`src/rtl/accumulate_pkg.sv`:
```
// Shared types and constants for the frame accumulator.
//   DATA_WIDTH : operand / result width in bits
//   state_e    : control FSM state encoding (idle, accumulating, result held)
package accumulate_pkg;

  localparam int unsigned DATA_WIDTH = 8;

  typedef enum logic [1:0] {
    StIdle  = 2'd0,
    StAccum = 2'd1,
    StDone  = 2'd2
  } state_e;

endpackage

```
`src/rtl/adder_8bit.sv`:
```
// Combinational unsigned adder with carry in and carry out.
//   a, b      : addends
//   carry_in  : carry into bit 0
//   sum       : (a + b + carry_in) modulo 2^DATA_WIDTH
//   overflow  : carry out of the top bit
module adder_8bit
  import accumulate_pkg::*;
(
  input  logic [DATA_WIDTH-1:0] a,
  input  logic [DATA_WIDTH-1:0] b,
  input  logic                  carry_in,
  output logic [DATA_WIDTH-1:0] sum,
  output logic                  overflow
);

  logic [DATA_WIDTH:0] full;

  assign full     = {1'b0, a} + {1'b0, b} + {{DATA_WIDTH{1'b0}}, carry_in};
  assign sum      = full[DATA_WIDTH-1:0];
  assign overflow = full[DATA_WIDTH];

endmodule

```
`src/rtl/accumulate_8bit.sv`:
```
// Frame accumulator: sums NUM_OPERANDS operands taken over a valid/ready
// handshake and offers the wrapped sum plus a sticky carry flag downstream.
//   clk, rst          : clock, asynchronous active-high reset
//   start             : begin a frame (only honoured when idle)
//   in_valid/in_ready : operand handshake, in_data is the operand
//   out_valid/out_ready : result handshake, out_sum/out_overflow is the result
//   busy              : high whenever a frame is in progress or held
module accumulate_8bit
  import accumulate_pkg::*;
#(
  parameter int unsigned NUM_OPERANDS = 4
) (
  input  logic                  clk,
  input  logic                  rst,
  input  logic                  start,
  input  logic                  in_valid,
  input  logic [DATA_WIDTH-1:0] in_data,
  output logic                  in_ready,
  output logic                  out_valid,
  input  logic                  out_ready,
  output logic [DATA_WIDTH-1:0] out_sum,
  output logic                  out_overflow,
  output logic                  busy
);

  localparam int unsigned CntWidth = $clog2(NUM_OPERANDS + 1);
  localparam logic [CntWidth-1:0] LastCnt = CntWidth'(NUM_OPERANDS - 1);

  state_e                state_q, state_d;
  logic [DATA_WIDTH-1:0] acc_q, acc_d;
  logic [CntWidth-1:0]   cnt_q, cnt_d;
  logic                  ovf_q, ovf_d;

  logic [DATA_WIDTH-1:0] add_sum;
  logic                  add_ovf;

  adder_8bit u_adder (
    .a        (acc_q),
    .b        (in_data),
    .carry_in (1'b0),
    .sum      (add_sum),
    .overflow (add_ovf)
  );

  always_comb begin
    state_d = state_q;
    acc_d   = acc_q;
    cnt_d   = cnt_q;
    ovf_d   = ovf_q;
    unique case (state_q)
      StIdle: begin
        if (start) begin
          state_d = StAccum;
          acc_d   = '0;
          cnt_d   = '0;
          ovf_d   = 1'b0;
        end
      end
      StAccum: begin
        if (in_valid) begin
          acc_d = add_sum;
          ovf_d = ovf_q | add_ovf;
          // Counter parks at the last index so it never exceeds NUM_OPERANDS-1.
          if (cnt_q == LastCnt) begin
            state_d = StDone;
          end else begin
            cnt_d = cnt_q + 1'b1;
          end
        end
      end
      StDone: begin
        if (out_ready) begin
          state_d = StIdle;
        end
      end
      default: state_d = StIdle;
    endcase
  end

  // Handshake outputs depend on state only.
  assign in_ready     = (state_q == StAccum);
  assign out_valid    = (state_q == StDone);
  assign busy         = (state_q != StIdle);
  assign out_sum      = acc_q;
  assign out_overflow = ovf_q;

  always_ff @(posedge clk or posedge rst) begin
    if (rst) begin
      state_q <= StIdle;
      acc_q   <= '0;
      cnt_q   <= '0;
      ovf_q   <= 1'b0;
    end else begin
      state_q <= state_d;
      acc_q   <= acc_d;
      cnt_q   <= cnt_d;
      ovf_q   <= ovf_d;
    end
  end

endmodule

```
`config.mk`:
```
export PLATFORM = sky130hd
export DESIGN_NAME = accumulate_8bit
export DESIGN_NICKNAME = d
export VERILOG_FILES = /design/src/rtl/accumulate_pkg.sv /design/src/rtl/adder_8bit.sv /design/src/rtl/accumulate_8bit.sv
export SDC_FILE = /design/constraint.sdc
export NUM_CORES = 1
export LEC_CHECK = 0
export ABC_AREA = 1
export ABC_CLOCK_PERIOD_IN_PS = 2400
export CORE_AREA = 4 4 60 62
export CTS_CLUSTER_SIZE = 8
export DETAILED_ROUTE_END_ITERATION = 12
export DIE_AREA = 0 0 64 66
export DONT_BUFFER_PORTS = 1
export GPL_TIMING_DRIVEN = 0
export PLACE_DENSITY_LB_ADDON = 0.2
export SYNTH_ARGS = -nofsm -noshare
export SYNTH_HDL_FRONTEND = slang
export SYNTH_HIERARCHICAL = 1
export SYNTH_SLANG_ARGS = --single-unit
export TNS_END_PERCENT = 10
```
`constraint.sdc`:
```
create_clock -name clk -period 2.4 [get_ports clk]
set_clock_uncertainty 0.15 [all_clocks]
set_input_delay 0.48 -clock clk [delete_from_list [all_inputs] [get_ports clk]]
set_output_delay 0.48 -clock clk [all_outputs]
set_load 0.005 [all_outputs]
```
* Yosys cells after proc, flatten, opt, wreduce, memory -nomap -nowiden
Cells that the tools add are included.
** Operators by class
- Add/subtract/negate cells :: 2
- Equal/unequal tests :: 8
- Multiplexer cells :: 15
- Bitwise gates (word level) :: 1
- Reductions and logical operators :: 6
** Operators with widths (number)
- $mux W8 :: 2
- $pmux W8 S2 :: 1
- $add A8 B8 Y9 :: 1
- $mux W3 :: 3
- $mux W2 :: 4
- $reduce_and A4 Y1 :: 2
- $ne A2 B2 Y1 const B :: 3
- $pmux W2 S3 :: 1
- $pmux W3 S2 :: 1
- $ne A2 B1 Y1 const B :: 2
- $reduce_bool A2 Y1 :: 2
- $add A3 B1 Y3 const B :: 1
- $eq A3 B2 Y1 const B :: 1
- $reduce_and A3 Y1 :: 1
- $eq A2 B1 Y1 const B :: 1
- $eq A2 B2 Y1 const B :: 1
- $logic_not A2 Y1 :: 1
- $mux W1 :: 2
- $pmux W1 S2 :: 1
- $or A1 B1 Y1 :: 1
** Word-level totals
- Flip-flop bits (word level) :: 14
- Input port bits :: 13
- Output and inout bits :: 12
- Word-level logic and storage cells :: 36

* Logic depth before layout (Yosys ltp)
- Depth after elaboration :: 4
- Depth in mapped cells :: 10
- Depth with buffers taken out :: 10

* Cells and area by module
Netlist, hierarchy kept.
** By module, submodules not included
- accumulate_8bit :: instances 1, cells each 83, area an instance 671.9 um2
- adder_8bit :: instances 1, cells each 59, area an instance 384.1 um2

* Least setup slack after synthesis
OpenSTA, ideal clock, no wires.
- Path type :: input-to-reg
- Start :: input in_data[0]
- End :: register ovf_q, in the netlist out_overflow
- Setup time :: 0.123 ns
- Data arrival time :: 1.794 ns
- Data required time :: 2.127 ns
- Slack :: 0.333 ns
- Cell stages on the path :: 10
- Path buffers :: 0
- Path through :: fa_1 fa_1 nand2_1 nand2_1 nand3b_4 nand2_1 nand2_1 nand2_1 nand2_2 a21oi_2
** Between the ends
- Cells in the longest elaborated chain, start to end :: 4
** Ends and longest elaborated chain
- from (decl) :: line accumulate_8bit.sv:17 : input logic [DATA_WIDTH-1:0] in_data,
- $add A8 B8 Y9 :: line adder_8bit.sv:18 : assign full = {1'b0, a} + {1'b0, b} + {{DATA_WIDTH{1'b0}}, carry_in};
- net add_ovf :: line accumulate_8bit.sv:35 : logic add_ovf;
- $or A1 B1 Y1 :: line accumulate_8bit.sv:62 : ovf_d = ovf_q | add_ovf;
- $mux W1 :: line accumulate_8bit.sv:60 : if (in_valid) begin
- $pmux W1 S2 :: line accumulate_8bit.sv:50 : unique case (state_q)
- to (signal assigned) :: line accumulate_8bit.sv:97 : ovf_q <= ovf_d;
- to (decl) :: line accumulate_8bit.sv:32 : logic ovf_q, ovf_d;
The timed path passes the listed nets, and every way through them passes these cells. The select of a mux whose other input is x is not followed.
A chain may end at the register's enable or synchronous reset.

* Worst setup path after layout
- Start :: register acc_q[0], in the netlist out_sum[0]
- End :: register ovf_q, in the netlist out_overflow
** Between the ends
- Cells in the longest elaborated chain, start to end :: 4
** Ends and longest elaborated chain
- from (decl) :: line accumulate_8bit.sv:30 : logic [DATA_WIDTH-1:0] acc_q, acc_d;
- from (signal assigned) :: line accumulate_8bit.sv:90 : acc_q <= '0;
- from (signal assigned) :: line accumulate_8bit.sv:95 : acc_q <= acc_d;
- $add A8 B8 Y9 :: line adder_8bit.sv:18
- net add_ovf :: line accumulate_8bit.sv:35
- $or A1 B1 Y1 :: line accumulate_8bit.sv:62
- $mux W1 :: line accumulate_8bit.sv:60
- $pmux W1 S2 :: line accumulate_8bit.sv:50
The timed path passes the listed nets, and every way through them passes these cells. The select of a mux whose other input is x is not followed.

==> impl_metrics.tcl <==
set metrics [dict create \
    track_usage_pct 11.54 \
    grt_first_pass_wirelength_um 3726 \
    setup_viol 0 \
    required_ns 2.42 \
    synth_area_per_cell_um2 7.437 \
    maxSlewViolCount 0 \
    path_max_fanout 3 \
    viasPerCell 4.500 \
    fillers 326 \
    worst_path_dominant_cell_family "adder cells" \
    initial_utilization_pct 34.88 \
    hold_viol 0 \
    n_antenna_cell 0 \
    rsz0062_at_grt "false" \
    ys_seq_elements 14 \
    insertion_delay_ns 0.28 \
    core_area_um2 3028 \
    rows 20 \
    syn_nets 166 \
    layout_common_cells "nand2_1 (51), inv_1 (17), dfrtp_1 (14)" \
    fin_crit_ns 2.202 \
    min_period_over_period_pct 91.73 \
    gp_congestion 0.7583 \
    p_leak_uw 0.0006486 \
    dp_cells 186 \
    cts.sinks 14 \
    antenna_found_initial 0 \
    ys_warn_count 6 \
    wire_per_inst_um 11.35 \
    synthesis.area_um2 1056 \
    drt-total-wl_um 2157 \
    path_cells "fa_1 > fa_1 > nand2_1 > nand2_1 > nand3b_4 > nand2_1 > nand2_1 > nand2_1 > nand2_2 > a21oi_2" \
    grt_max_degree 15 \
    dieArea_um2 4224 \
    synth-seq-area-share_pct 33.18 \
    die_w_um 64 \
    worst-path-buf-inv 0 \
    postRouteAntennaNets 0 \
    root_buffer "clkbuf_4" \
    cts_setup_buffers 0 \
    cts_tree "built" \
    grt.overflow.total 0 \
    layout_commonest_cell "nand2_1" \
    crit_arrival_ns 2.22 \
    dp_hpwl_um 1706 \
    htree_levels 1 \
    drc 0 \
    path_common_cell "nand2_1" \
    setup_tns_ns 0 \
    multi_input_area_um2 618.1 \
    synthCells 142 \
    grt_pass1_vias 870 \
    final_cells 190 \
    drive_above_1_share_pct 12.33 \
    status "finished clean" \
    final_nets 172 \
    dr.pass1.iters 4 \
    relSlewSlack_pct 63.35 \
    hold_class "primary input to flop" \
    port-buffer-count 0 \
    vdd_drop_max_mv 0.3322 \
    fp.dieH_um 66 \
    vias 855 \
    clock.fmax_ghz 0.4542 \
    power_density_nw_per_um2 1119 \
    slowest_stage "fa_1" \
    tightest_slew_ns 0.5491 \
    pin_count 25 \
    clk_transition_reported_paths_ns 0.09 \
    setup.worst_path.class "flop to flop" \
    clock_path_buffers 2 \
    drt_iter0_drc 39 \
    cts_buffers 3 \
    cpPeakStageDelay_ns 0.47 \
    seq_area_um2 350.3 \
    synthDistinctLibCells 23 \
    drv_cap 0 \
    crit_path_start_kind "flop" \
    end_kind "flop" \
    area_growth_pct 8.294 \
]
==> worst register-to-register path, cell delays in order, from the launching register on <==
cell      delay [ns]
dfrtp_1         0.43
fa_1            0.47
fa_1            0.43
nand2_1         0.10
nand2_1         0.10
nand3b_4        0.10
nand2_1         0.07
nand2_1         0.06
nand2_1         0.07
nand2_2         0.08
a21oi_2         0.05
==> kinds of logic (layout without fill, tap and decap cells) <==
kind of cell             Yosys count  in the layout  share of synthesized area [%]
buffers and inverters             21             25                          8.293
XOR/XNOR                           3              3                          2.489
flip-flops                        14             14                          33.18
AO/OA/AOI/OAI                     16             16                          7.938
other                              1              1                         0.3551
AND/OR/NAND/NOR                   76             76                          33.29
adder cells (fa/ha/maj)           11             11                          14.46
==> path summary, 6_finish.rpt <==
kind	slack (ns)	end	cells after the start	from
worst max-delay path	0.20	out_overflow	10	out_sum[0]
worst min-delay path	0.23	state_q[1]	3	out_ready
worst max register to register	0.20	out_overflow	10	out_sum[0]
worst min register to register	0.34	cnt_q[2]	2	cnt_q[2]
max in group asynchronous	1.20	out_overflow	2	rst
min in group asynchronous	0.53	out_sum[0]	2	rst
==> synthesized netlist by cell type (all sizes together) <==
cell type  instances  share of area (%)
ha                 9                 11
o21ai             11                5.2
xor2               1               0.83
a21oi              5                2.7
nand3b             3                3.3
xnor2              2                1.7
nand2             55                 20
nor2               8                3.1
dfrtp             14                 33
inv               19                6.8
or2                2                1.7
buf                2                1.5
nor3               1               0.95
conb               1               0.36
nand3              7                3.8
fa                 2                3.8
==> layout make-up <==
class	instances	share of cell area, %
Buffer	2	1.422
Clock buffer	3	1.969
Inverter	19	6.236
Multi-Input combinational cell	107	54.05
Sequential cell	14	30.63
Tap cell	44	4.814
Timing Repair Buffer	1	0.8753
==> registers in the layout, summed over array words and instances, names as in the netlist <==
register,flops
out_overflow,1
cnt_q,3
out_sum,8
state_q,2
==> timing repair <==
item,CTS,global route
hold buffers,1,0
hold endpoints to repair,11,0
resized for setup,0,0
==> metal layers <==
metal	vias up	share of wire (%)	track usage, %
met4	0	1.3	6.469
met5	-	0	0
li1	449	-	-
met2	23	48	20.13
met1	381	45	12.63
met3	2	5.3	3.061
==> report_power, final <==
group / leakage (µW) / switching (µW) / internal [µW] / total (µW)
combinational: 0.000449 / 425 / 289 / 714
clock: 0.0000138 / 75.2 / 58.1 / 133
sequential: 0.000186 / 104 / 328 / 432
total: 0.000649 / 604 / 675 / 1280
==> per-stage QoR <==
step | setup WS (ns) | utilization [%] | instance area, µm² | hold WS [ns] | total power (µW)
floorplan | 0.3330 | - | 1056 | 0.2192 | 1013
global placement | 0.2148 | 36.69 | 1111 | 0.3011 | 1149
detailed placement | 0.2011 | 36.69 | 1111 | 0.3134 | 1161
CTS | 0.1853 | 37.77 | 1144 | 0.2220 | 1304
global route | 0.06571 | 37.77 | 1144 | 0.2285 | 1441
finish | 0.1984 | 37.77 | 1144 | 0.2327 | 1279
No activity file was read; power rests on OpenSTA's default activity.
